--- config.mk ---
export PLATFORM = sky130hd
export DESIGN_NAME = mem_cal_supervisor
export DESIGN_NICKNAME = d
export VERILOG_FILES = /design/src/rtl/mem_sup_pkg.sv /design/src/rtl/mem_sup_sync.sv /design/src/rtl/mem_cal_supervisor.sv
export SDC_FILE = /design/constraint.sdc
export NUM_CORES = 1
export LEC_CHECK = 0
export CAP_MARGIN = 20
export CORE_ASPECT_RATIO = 0.9
export CORE_UTILIZATION = 55
export CTS_CLUSTER_SIZE = 16
export DETAILED_ROUTE_END_ITERATION = 16
export PLACE_DENSITY = 0.83
export SLEW_MARGIN = 40
export SYNTH_ARGS = -nofsm -noshare
export SYNTH_HDL_FRONTEND = slang
export SYNTH_SLANG_ARGS = --single-unit
export TNS_END_PERCENT = 20
--- constraint.sdc ---
create_clock -name clk_clk -period 2.7 [get_ports clk_clk]
set_clock_uncertainty 0.1 [all_clocks]
set_input_delay 0.27 -clock clk_clk [delete_from_list [all_inputs] [get_ports clk_clk]]
set_output_delay 0.27 -clock clk_clk [all_outputs]
set_load 0.01 [all_outputs]
--- src/rtl/mem_sup_pkg.sv ---
// Shared types and constants for the memory calibration supervisor.
// Feature macro used by the top: MEMSUP_LOSS_MONITOR_EN.
package mem_sup_pkg;

    localparam int SYNC_STAGES = 2;
    localparam int ATTEMPT_W   = 4;

    typedef enum logic [2:0] {
        ST_HOLD_RST = 3'd0,
        ST_WAIT_CAL = 3'd1,
        ST_SETTLE   = 3'd2,
        ST_READY    = 3'd3,
        ST_BACKOFF  = 3'd4,
        ST_FAILED   = 3'd5
    } sup_state_t;

    typedef struct packed {
        logic init_done;
        logic cal_success;
        logic cal_fail;
    } mem_stats_t;

    // Attempt counter increment that sticks at all-ones instead of wrapping.
    function automatic logic [ATTEMPT_W-1:0] sat_inc(input logic [ATTEMPT_W-1:0] v);
        logic [ATTEMPT_W-1:0] r;
        if (v == {ATTEMPT_W{1'b1}}) begin
            r = v;
        end else begin
            r = v + {{(ATTEMPT_W-1){1'b0}}, 1'b1};
        end
        return r;
    endfunction

endpackage

--- src/rtl/mem_sup_sync.sv ---
// N-bit multi-flop synchroniser for the asynchronous memory status bits.
module mem_sup_sync
    import mem_sup_pkg::*;
#(
    parameter int WIDTH = 3
) (
    input  logic             clk,
    input  logic             rst_n,
    input  logic [WIDTH-1:0] d,
    output logic [WIDTH-1:0] q
);

    logic [SYNC_STAGES-1:0][WIDTH-1:0] stage_r;

    // Shift the raw inputs through the synchroniser chain.
    always_ff @(posedge clk or negedge rst_n) begin
        if (!rst_n) begin
            stage_r <= '0;
        end else begin
            stage_r[0] <= d;
            for (int i = 1; i < SYNC_STAGES; i++) begin
                stage_r[i] <= stage_r[i-1];
            end
        end
    end

    assign q = stage_r[SYNC_STAGES-1];

endmodule

--- src/rtl/mem_cal_supervisor.sv ---
// Memory bring-up supervisor: reset hold, calibration wait, retries, ready/fail.
// Optional macro MEMSUP_LOSS_MONITOR_EN: drop out of READY on calibration loss.
module mem_cal_supervisor
    import mem_sup_pkg::*;
#(
    parameter int RST_HOLD_CYCLES    = 64,
    parameter int CAL_TIMEOUT_CYCLES = 1000000,
    parameter int MAX_RETRIES        = 3,
    parameter int SETTLE_CYCLES      = 16
) (
    input  logic                 clk_clk,
    input  logic                 reset_reset_n,
    input  logic                 stats_local_init_done,
    input  logic                 stats_local_cal_success,
    input  logic                 stats_local_cal_fail,
    input  logic                 retry_req,
    output logic                 ctrl_reset_n,
    output logic                 user_reset_n,
    output logic                 mem_ready,
    output logic                 mem_failed,
    output logic [ATTEMPT_W-1:0] attempt_cnt,
    output logic [2:0]           sup_state
);

    localparam int TMO_W  = $clog2(CAL_TIMEOUT_CYCLES) + 1;
    localparam int PH_MAX = (RST_HOLD_CYCLES > SETTLE_CYCLES) ? RST_HOLD_CYCLES : SETTLE_CYCLES;
    localparam int PH_W   = $clog2(PH_MAX) + 1;

    localparam logic [TMO_W-1:0] TMO_LAST    = TMO_W'(CAL_TIMEOUT_CYCLES - 1);
    localparam logic [PH_W-1:0]  HOLD_LAST   = PH_W'(RST_HOLD_CYCLES - 1);
    localparam logic [PH_W-1:0]  SETTLE_LAST = PH_W'(SETTLE_CYCLES - 1);
    localparam logic [31:0]      RETRY_LIMIT = 32'(MAX_RETRIES);

    logic [2:0]           stats_raw_s;
    logic [2:0]           stats_sync_vec_s;
    mem_stats_t           stats_s;
    logic                 cal_good_s;
    logic                 retry_ok_s;
    sup_state_t           state_r;
    sup_state_t           state_nxt_s;
    logic [PH_W-1:0]      ph_cnt_r;
    logic [TMO_W-1:0]     tmo_cnt_r;
    logic [ATTEMPT_W-1:0] attempt_r;
    logic                 ctrl_reset_n_r;
    logic                 user_reset_n_r;
    logic                 mem_ready_r;
    logic                 mem_failed_r;

    assign stats_raw_s = {stats_local_init_done, stats_local_cal_success, stats_local_cal_fail};

    mem_sup_sync #(
        .WIDTH (3)
    ) u_sync (
        .clk   (clk_clk),
        .rst_n (reset_reset_n),
        .d     (stats_raw_s),
        .q     (stats_sync_vec_s)
    );

    assign stats_s    = stats_sync_vec_s;
    assign cal_good_s = stats_s.init_done & stats_s.cal_success;
    assign retry_ok_s = ({{(32-ATTEMPT_W){1'b0}}, attempt_r} <= RETRY_LIMIT);

    // Next-state decision; cal_fail is checked first so it wins over success.
    always_comb begin
        state_nxt_s = state_r;
        case (state_r)
            ST_HOLD_RST: begin
                if (ph_cnt_r == HOLD_LAST) begin
                    state_nxt_s = ST_WAIT_CAL;
                end else begin
                    state_nxt_s = ST_HOLD_RST;
                end
            end
            ST_WAIT_CAL: begin
                if (stats_s.cal_fail) begin
                    state_nxt_s = ST_BACKOFF;
                end else if (cal_good_s) begin
                    state_nxt_s = ST_SETTLE;
                end else if (tmo_cnt_r == TMO_LAST) begin
                    state_nxt_s = ST_BACKOFF;
                end else begin
                    state_nxt_s = ST_WAIT_CAL;
                end
            end
            ST_SETTLE: begin
                if (stats_s.cal_fail || !cal_good_s) begin
                    state_nxt_s = ST_BACKOFF;
                end else if (ph_cnt_r == SETTLE_LAST) begin
                    state_nxt_s = ST_READY;
                end else begin
                    state_nxt_s = ST_SETTLE;
                end
            end
            ST_READY: begin
`ifdef MEMSUP_LOSS_MONITOR_EN
                if (!stats_s.cal_success || stats_s.cal_fail) begin
                    state_nxt_s = ST_BACKOFF;
                end else begin
                    state_nxt_s = ST_READY;
                end
`else
                state_nxt_s = ST_READY;
`endif
            end
            ST_BACKOFF: begin
                if (retry_ok_s) begin
                    state_nxt_s = ST_HOLD_RST;
                end else begin
                    state_nxt_s = ST_FAILED;
                end
            end
            ST_FAILED: begin
                if (retry_req) begin
                    state_nxt_s = ST_HOLD_RST;
                end else begin
                    state_nxt_s = ST_FAILED;
                end
            end
            default: begin
                state_nxt_s = ST_HOLD_RST;
            end
        endcase
    end

    // State, counters and outputs; outputs follow the destination state so they are valid on entry.
    always_ff @(posedge clk_clk or negedge reset_reset_n) begin
        if (!reset_reset_n) begin
            state_r        <= ST_HOLD_RST;
            ph_cnt_r       <= '0;
            tmo_cnt_r      <= '0;
            attempt_r      <= '0;
            ctrl_reset_n_r <= 1'b0;
            user_reset_n_r <= 1'b0;
            mem_ready_r    <= 1'b0;
            mem_failed_r   <= 1'b0;
        end else begin
            state_r <= state_nxt_s;

            if (state_nxt_s != state_r) begin
                ph_cnt_r  <= '0;
                tmo_cnt_r <= '0;
            end else begin
                if (state_r == ST_HOLD_RST || state_r == ST_SETTLE) begin
                    ph_cnt_r <= ph_cnt_r + PH_W'(1);
                end else begin
                    ph_cnt_r <= ph_cnt_r;
                end
                if (state_r == ST_WAIT_CAL && tmo_cnt_r != TMO_LAST) begin
                    tmo_cnt_r <= tmo_cnt_r + TMO_W'(1);
                end else begin
                    tmo_cnt_r <= tmo_cnt_r;
                end
            end

            if (state_r == ST_HOLD_RST && state_nxt_s == ST_WAIT_CAL) begin
                attempt_r <= sat_inc(attempt_r);
            end else if (state_r == ST_FAILED && state_nxt_s == ST_HOLD_RST) begin
                attempt_r <= '0;
            end else begin
                attempt_r <= attempt_r;
            end

            ctrl_reset_n_r <= (state_nxt_s == ST_WAIT_CAL) || (state_nxt_s == ST_SETTLE) ||
                              (state_nxt_s == ST_READY);
            user_reset_n_r <= (state_nxt_s == ST_READY);
            mem_ready_r    <= (state_nxt_s == ST_READY);
            mem_failed_r   <= (state_nxt_s == ST_FAILED);
        end
    end

    assign ctrl_reset_n = ctrl_reset_n_r;
    assign user_reset_n = user_reset_n_r;
    assign mem_ready    = mem_ready_r;
    assign mem_failed   = mem_failed_r;
    assign attempt_cnt  = attempt_r;
    assign sup_state    = state_r;

endmodule

======== Word-level counts from Yosys, hierarchy flattened ========
Cells that the tools add are included.
storage, ports and cells
  word-level logic and storage cells ...... 60
  output and inout port bits .............. 11
  register bits ........................... 44
  input port bits ......................... 6
cells by class
  equal/unequal tests ..................... 16
  order comparisons ....................... 1
  mux-type cells .......................... 16
  reduce and logical (&&, ||, !) cells .... 14
  bitwise gates (word level) .............. 1
  $add $sub $neg .......................... 3
operators by type and width
  operator                                                                  number
  21-bit 2-to-1 mux                                                         2
  21-bit by 1-bit adder with 21-bit output (second input constant)          1
  21-bit by 20-bit equality test with 1-bit output (second input constant)  1
  21-bit by 20-bit != test with 1-bit output (second input constant)        1
  3-bit 2-to-1 mux                                                          6
  3-bit case mux with 6 select lines                                        1
  7-bit 2-to-1 mux                                                          2
  3-bit by 2-bit equality test with 1-bit output (second input constant)    4
  4-bit 2-to-1 mux                                                          3
  3-bit equality test (second input constant)                               3
  7-bit by 1-bit adder with 7-bit output (second input constant)            1
  7-bit by 4-bit equality test with 1-bit output (second input constant)    1
  7-bit by 6-bit equality test with 1-bit output (second input constant)    1
  3-bit by 1-bit equality test with 1-bit output (second input constant)    2
  3-bit logical NOT                                                         2
  2-bit nonzero test                                                        3
  4-bit by 1-bit adder with 4-bit output (second input constant)            1
  4-bit equality test (second input constant)                               1
  4-bit by 2-bit <= comparator with 1-bit output (second input constant)    1
  1-bit logical OR                                                          4
  1-bit logical AND                                                         3
  3-bit != test                                                             1
  1-bit 2-to-1 mux                                                          2
  2-bit != test (second input constant)                                     1
  3 further kinds                                                           3

======== Depth between registers and ports, before layout ========
  depth after elaboration ................. 9
  mapped depth ............................ 7
  mapped depth without buffers ............ 6

======== Cells and area by module ========
A second synthesis with hierarchy kept.
second synthesis, totals
  cells, all modules ...................... 225
  area total of the unflattened synthesis .. 2297.2 sq um
modules (own cells, without submodules)
  module              instances  sequential area each (sq um)  cells an instance  area each (sq um)
  mem_cal_supervisor  1          950.9                         216                2124.5
  mem_sup_sync        1          150.1                         9                  172.7

======== Worst setup path after synthesis ========
Ideal clock, no wire load.
  kind .................................... reg2reg
  start ................................... register ph_cnt_r[0]
  end ..................................... register tmo_cnt_r[18]
  setup slack ............................. 0.446 ns
  clock period less this slack ............ 2.254 ns
  arrival time ............................ 2.018 ns
  library setup time ...................... 0.136 ns
  buffers on the path ..................... 1
  data required time ...................... 2.464 ns
  stages on the path, launching flop included .. 8
  cells stage by stage .................... dfrtp_1 > ha_1 > or3b_4 > nor4_4 > nor4_2 > a221oi_4 > buf_6 > a22oi_1
on the way
  cells in the longest elaborated chain, start to end .. 6
  elaborated cells on any way between the ends .. 9
  classes of those cells .................. eq/ne: 3; mux: 5; reduce/logical: 1
ends and longest elaborated chain
  item                                                     line                       text
  start: declaration                                       mem_cal_supervisor.sv:41   logic [PH_W-1:0] ph_cnt_r;
  start signal: assignment                                 mem_cal_supervisor.sv:145  ph_cnt_r <= ph_cnt_r + PH_W'(1);
  start signal: assignment                                 mem_cal_supervisor.sv:147  ph_cnt_r <= ph_cnt_r;
  7-bit by 4-bit equality test with 1-bit output           mem_cal_supervisor.sv:89   end else if (ph_cnt_r == SETTLE_LAST) begin
  1-bit 2-to-1 mux                                         mem_cal_supervisor.sv:89
  3-bit 2-to-1 mux                                         mem_cal_supervisor.sv:87   if (stats_s.cal_fail || !cal_good_s) begin
  3-bit case mux with 6 select lines (*)                   mem_cal_supervisor.sv:67   case (state_r)
  3-bit != test (*)                                        mem_cal_supervisor.sv:140  if (state_nxt_s != state_r) begin
  21-bit 2-to-1 mux or 2-bit nonzero test (tied branches)  n/a
  end signal: assignment                                   mem_cal_supervisor.sv:150  tmo_cnt_r <= tmo_cnt_r + TMO_W'(1);
  end signal: assignment                                   mem_cal_supervisor.sv:152  tmo_cnt_r <= tmo_cnt_r;
  end: declaration                                         mem_cal_supervisor.sv:42   logic [TMO_W-1:0] tmo_cnt_r;
Mark *: on every way between the ends. The rest lies on a longest branch, timed or not.
A chain may end at the register's enable or synchronous reset.

======== Worst setup path in the final report ========
  start ................................... register tmo_cnt_r[12]
  end ..................................... register tmo_cnt_r[7]
on the way
  cells in the longest elaborated chain, start to end .. 7
  elaborated cells on any way between the ends .. 10
  classes of those cells .................. eq/ne: 3; mux: 5; reduce/logical: 2
ends and longest elaborated chain
  item                                                     line                       text
  21-bit by 20-bit equality test with 1-bit output         mem_cal_supervisor.sv:80   end else if (tmo_cnt_r == TMO_LAST) begin
  3-bit 2-to-1 mux                                         mem_cal_supervisor.sv:80
  3-bit 2-to-1 mux                                         mem_cal_supervisor.sv:78   end else if (cal_good_s) begin
  3-bit 2-to-1 mux                                         mem_cal_supervisor.sv:76   if (stats_s.cal_fail) begin
  3-bit case mux with 6 select lines                       mem_cal_supervisor.sv:67
  3-bit != test                                            mem_cal_supervisor.sv:140
  21-bit 2-to-1 mux or 2-bit nonzero test (tied branches)  n/a
Several ways; a longest one is shown, not always the timed one.

==> flow_summary.json <==
{
  "run_status": "finished, violations left",
  "violations_in_the_final_reports": "design-rule violations",
  "design.die.area_um2": 4517,
  "detailroute.via_count": 1879,
  "floorplan.io_pins": 17,
  "grt_first_pass_wirelength_um": 8252,
  "drt-initial-drc-count": 197,
  "power.combinational.fraction_pct": 39.0,
  "cts_hold_buf": 1,
  "die_w_um": 70.74,
  "port-buffer-count": 16,
  "post_drt_wl_per_cell_um": 16.31,
  "post_route_cells_drive_above_1_share_pct": 10.36,
  "worst_hold_margin_ps": 251.3,
  "p_seq_share_pct": 37.5,
  "clock_sinks": 44,
  "grt_util_all_layers_pct": 23.07,
  "diode_count": 0,
  "p_sw_share_pct": 36.44,
  "yosysSeqAreaShare_pct": 47.08,
  "fmax_mhz": 419.5,
  "postSynthCellCount": 229,
  "yosys_most_used_dff": "sky130_fd_sc_hd__dfrtp_1",
  "maxCapViolCount": 0,
  "finalCriticalPeriod_ps": 2384,
  "cp-start-kind": "flip-flop",
  "maximum_number_of_pins_on_one_net_before_global_route_repair": 45,
  "starting_density_of_the_core_pct": 57.40,
  "timing.slew.headroom_pct": 63.83,
  "yosys_warnings": 0,
  "worstPathArrival_ps": 2450,
  "route.detailed.vias_per_inst": 6.284,
  "htree_num_levels": 2,
  "p_int_mw": 1.500,
  "first_global_vias": 1791,
  "synth_nets": 238,
  "setup_total_negative_slack_ps": 0,
  "switching_power_uw": 859.9,
  "tightest_slew_ps": 542.5,
  "worstSetupPathType": "reg2reg",
  "num-nets-final": 259,
  "detailed_place.area_um2": 2574,
  "synthDistinctLibCells": 47,
  "cts_inserted_buffers": 5,
  "clk_path_buf_depth": 2,
  "share_of_synthesized_flip_flops_with_an_asynchronous_set_or_reset_pct": 100.0,
  "cells_resized_by_post_cts_repair": 0,
  "synthToLayoutAreaGrowth_pct": 15.89,
  "dp.final_hpwl_um": 3193,
  "route.final.wire_length_um": 4876,
  "cellLeakagePower_nw": 1.157,
  "synth-edff-count": 0,
  "worstSetupEndpointType": "flip-flop",
  "die_outline_height_um": 63.86,
  "globalplace.congestion": 0.8227,
  "hold_viol": 0,
  "cts_root_buffer": "sky130_fd_sc_hd__clkbuf_8",
  "cell_area_after_layout_um2": 2710,
  "finalSetupViolations": 0,
  "seq_cells_post_synth": 44,
  "cts.reportedPaths.clkPinSlew_ps": 90,
  "grt_setup_unrepaired": "no",
  "reg2reg_setup_slack_ps": 320,
  "antenna_found_initial": 0,
  "power_per_cell_area_nw_per_um2": 870.7,
  "worstSkewPairLatency_ps": 300,
  "core.rowCount": 22,
  "design_power_total_mw": 2.360,
  "tritoncts": "yes",
  "firstDrtPassIters": 10,
  "core_area_um2": 4074,
  "clock_power_share_pct": 23.5,
  "remaining_drc_errors": 5,
  "min_path_type": "reg2reg",
  "globalRouteOverflowTotal": 0,
  "ir_drop_mv": 0.4770,
  "syn_area_per_cell_um2": 10.21,
  "fin_crit_sh_pct": 88.30,
  "postCtsSetupBuffers": 0,
  "synth_cell_area_um2": 2338,
  "drt.antenna.violating_nets": 0,
  "timing.critical_path.required_ps": 2760,
  "slew_violations": 0,
  "worst-path-max-fanout": 28
}
## metal layers
metal / GRT usage [%] / vias up / share of wire (%)
met4: 6.000 / 0 / 0.43
met3: 4.732 / 2 / 4.9
met2: 36.54 / 60 / 47
met5: 0 / - / 0
met1: 32.54 / 895 / 47
li1: - / 922 / -
## cell usage in the layout, fill, tap and decap left out, types with 3 or more instances in the layout
master | Yosys | layout
sky130_fd_sc_hd__a21oi_1 | 12 | 12
sky130_fd_sc_hd__a22oi_1 | 17 | 17
sky130_fd_sc_hd__and3_1 | 6 | 6
sky130_fd_sc_hd__buf_4 | 1 | 6
sky130_fd_sc_hd__clkbuf_8 | 0 | 7
sky130_fd_sc_hd__clkdlybuf4s50_1 | 0 | 15
sky130_fd_sc_hd__dfrtp_1 | 44 | 44
sky130_fd_sc_hd__ha_1 | 3 | 3
sky130_fd_sc_hd__inv_1 | 3 | 3
sky130_fd_sc_hd__nand2_1 | 15 | 15
sky130_fd_sc_hd__nand3_1 | 13 | 13
sky130_fd_sc_hd__nand4_1 | 7 | 7
sky130_fd_sc_hd__nor2_1 | 9 | 9
sky130_fd_sc_hd__nor4_2 | 3 | 3
sky130_fd_sc_hd__o211ai_1 | 4 | 4
sky130_fd_sc_hd__o21ai_0 | 17 | 17
sky130_fd_sc_hd__o31ai_1 | 7 | 7
sky130_fd_sc_hd__or3_1 | 11 | 11
sky130_fd_sc_hd__or4_1 | 8 | 8
sky130_fd_sc_hd__xnor2_1 | 4 | 4
sky130_fd_sc_hd__xor2_1 | 6 | 6
## registers in the layout (all words and copies together), names as in the netlist
name / cells
u_sync.q: 3
tmo_cnt_r: 21
mem_failed: 1
mem_ready: 1
attempt_cnt: 4
u_sync.stage_r: 3
sup_state: 3
ph_cnt_r: 7
ctrl_reset_n: 1
## critical path, stage by stage, from the launching register on
cell	delay, ps
sky130_fd_sc_hd__dfrtp_1	440
sky130_fd_sc_hd__nor4b_1	400
sky130_fd_sc_hd__nand4b_1	290
sky130_fd_sc_hd__or2_0	360
sky130_fd_sc_hd__a221oi_4	330
sky130_fd_sc_hd__buf_12	210
sky130_fd_sc_hd__a22oi_1	100
## logic make-up (layout without fill, tap and decap cells)
group                    Yosys count  after routing  share of synthesized area (%)
AO/OA/AOI/OAI                     65             65                          19.32
flip-flops                        44             44                          47.08
XOR/XNOR                          10             10                          3.745
AND/OR/NAND/NOR                   92             92                          24.35
buffers and inverters             13             35                          3.049
multiplexers                       2              2                         0.8561
adder cells (fa/ha/maj)            3              3                          1.605
## power groups by stage
stage               Combinational, mW  Clock, mW  Sequential (mW)
floorplan                       0.556          0            0.897
global placement                0.887          0            0.894
detailed placement              0.911          0            0.895
CTS                             0.916      0.559            0.881
global route                    0.996      0.591            0.901
finish                          0.920      0.556            0.884
## final cells by class
class	count	area, µm²
fill	310	1364
multi-input combinational	172	1166
sequential	44	1101
timing repair buffer	24	245.2
clock buffer	7	96.34
tap	48	60.06
clock inverter	1	30.03
inverter	3	11.26
## final timing paths
kind / end / cells after the start / from
worst min register to register: u_sync.q[2] / 0 / u_sync.stage_r[2]
worst max register to register: tmo_cnt_r[7] / 6 / tmo_cnt_r[12]
worst min-delay path: u_sync.q[2] / 0 / u_sync.stage_r[2]
max in group asynchronous: ph_cnt_r[3] / 2 / reset_reset_n
min in group asynchronous: attempt_cnt[2] / 2 / reset_reset_n
worst max-delay path: tmo_cnt_r[7] / 6 / tmo_cnt_r[12]
## synthesized netlist by cell type, types with 3 or more instances
cell type	count	area share [%]
sky130_fd_sc_hd__o211ai_1	4	1.3
sky130_fd_sc_hd__or3_1	11	2.9
sky130_fd_sc_hd__nand3_1	13	2.8
sky130_fd_sc_hd__nor4_2	3	1.6
sky130_fd_sc_hd__nand4_1	7	1.9
sky130_fd_sc_hd__clkbuf_1	4	0.64
sky130_fd_sc_hd__nand2_1	15	2.4
sky130_fd_sc_hd__o21ai_0	17	3.6
sky130_fd_sc_hd__o31ai_1	7	2.2
sky130_fd_sc_hd__ha_1	3	1.6
sky130_fd_sc_hd__and3_1	6	1.6
sky130_fd_sc_hd__buf_2	3	0.64
sky130_fd_sc_hd__a22oi_1	17	5.5
sky130_fd_sc_hd__nor2_1	9	1.4
sky130_fd_sc_hd__or4_1	8	2.6
sky130_fd_sc_hd__inv_1	3	0.48
sky130_fd_sc_hd__dfrtp_1	44	47
sky130_fd_sc_hd__a21oi_1	12	2.6
sky130_fd_sc_hd__xnor2_1	4	1.5
sky130_fd_sc_hd__xor2_1	6	2.2
## per-stage QoR
stage | setup WS [ps] | cells | utilization [%]
after detailed placement | 349.7 | 290 | 63.18
after CTS | 329.9 | 299 | 66.52
after global placement | 407.1 | 290 | 63.11
after floorplan | 446.4 | 229 | -
after global routing | 184.6 | 299 | 66.52
final | 316.0 | 299 | 66.52
(Power assumes the default switching activity.)
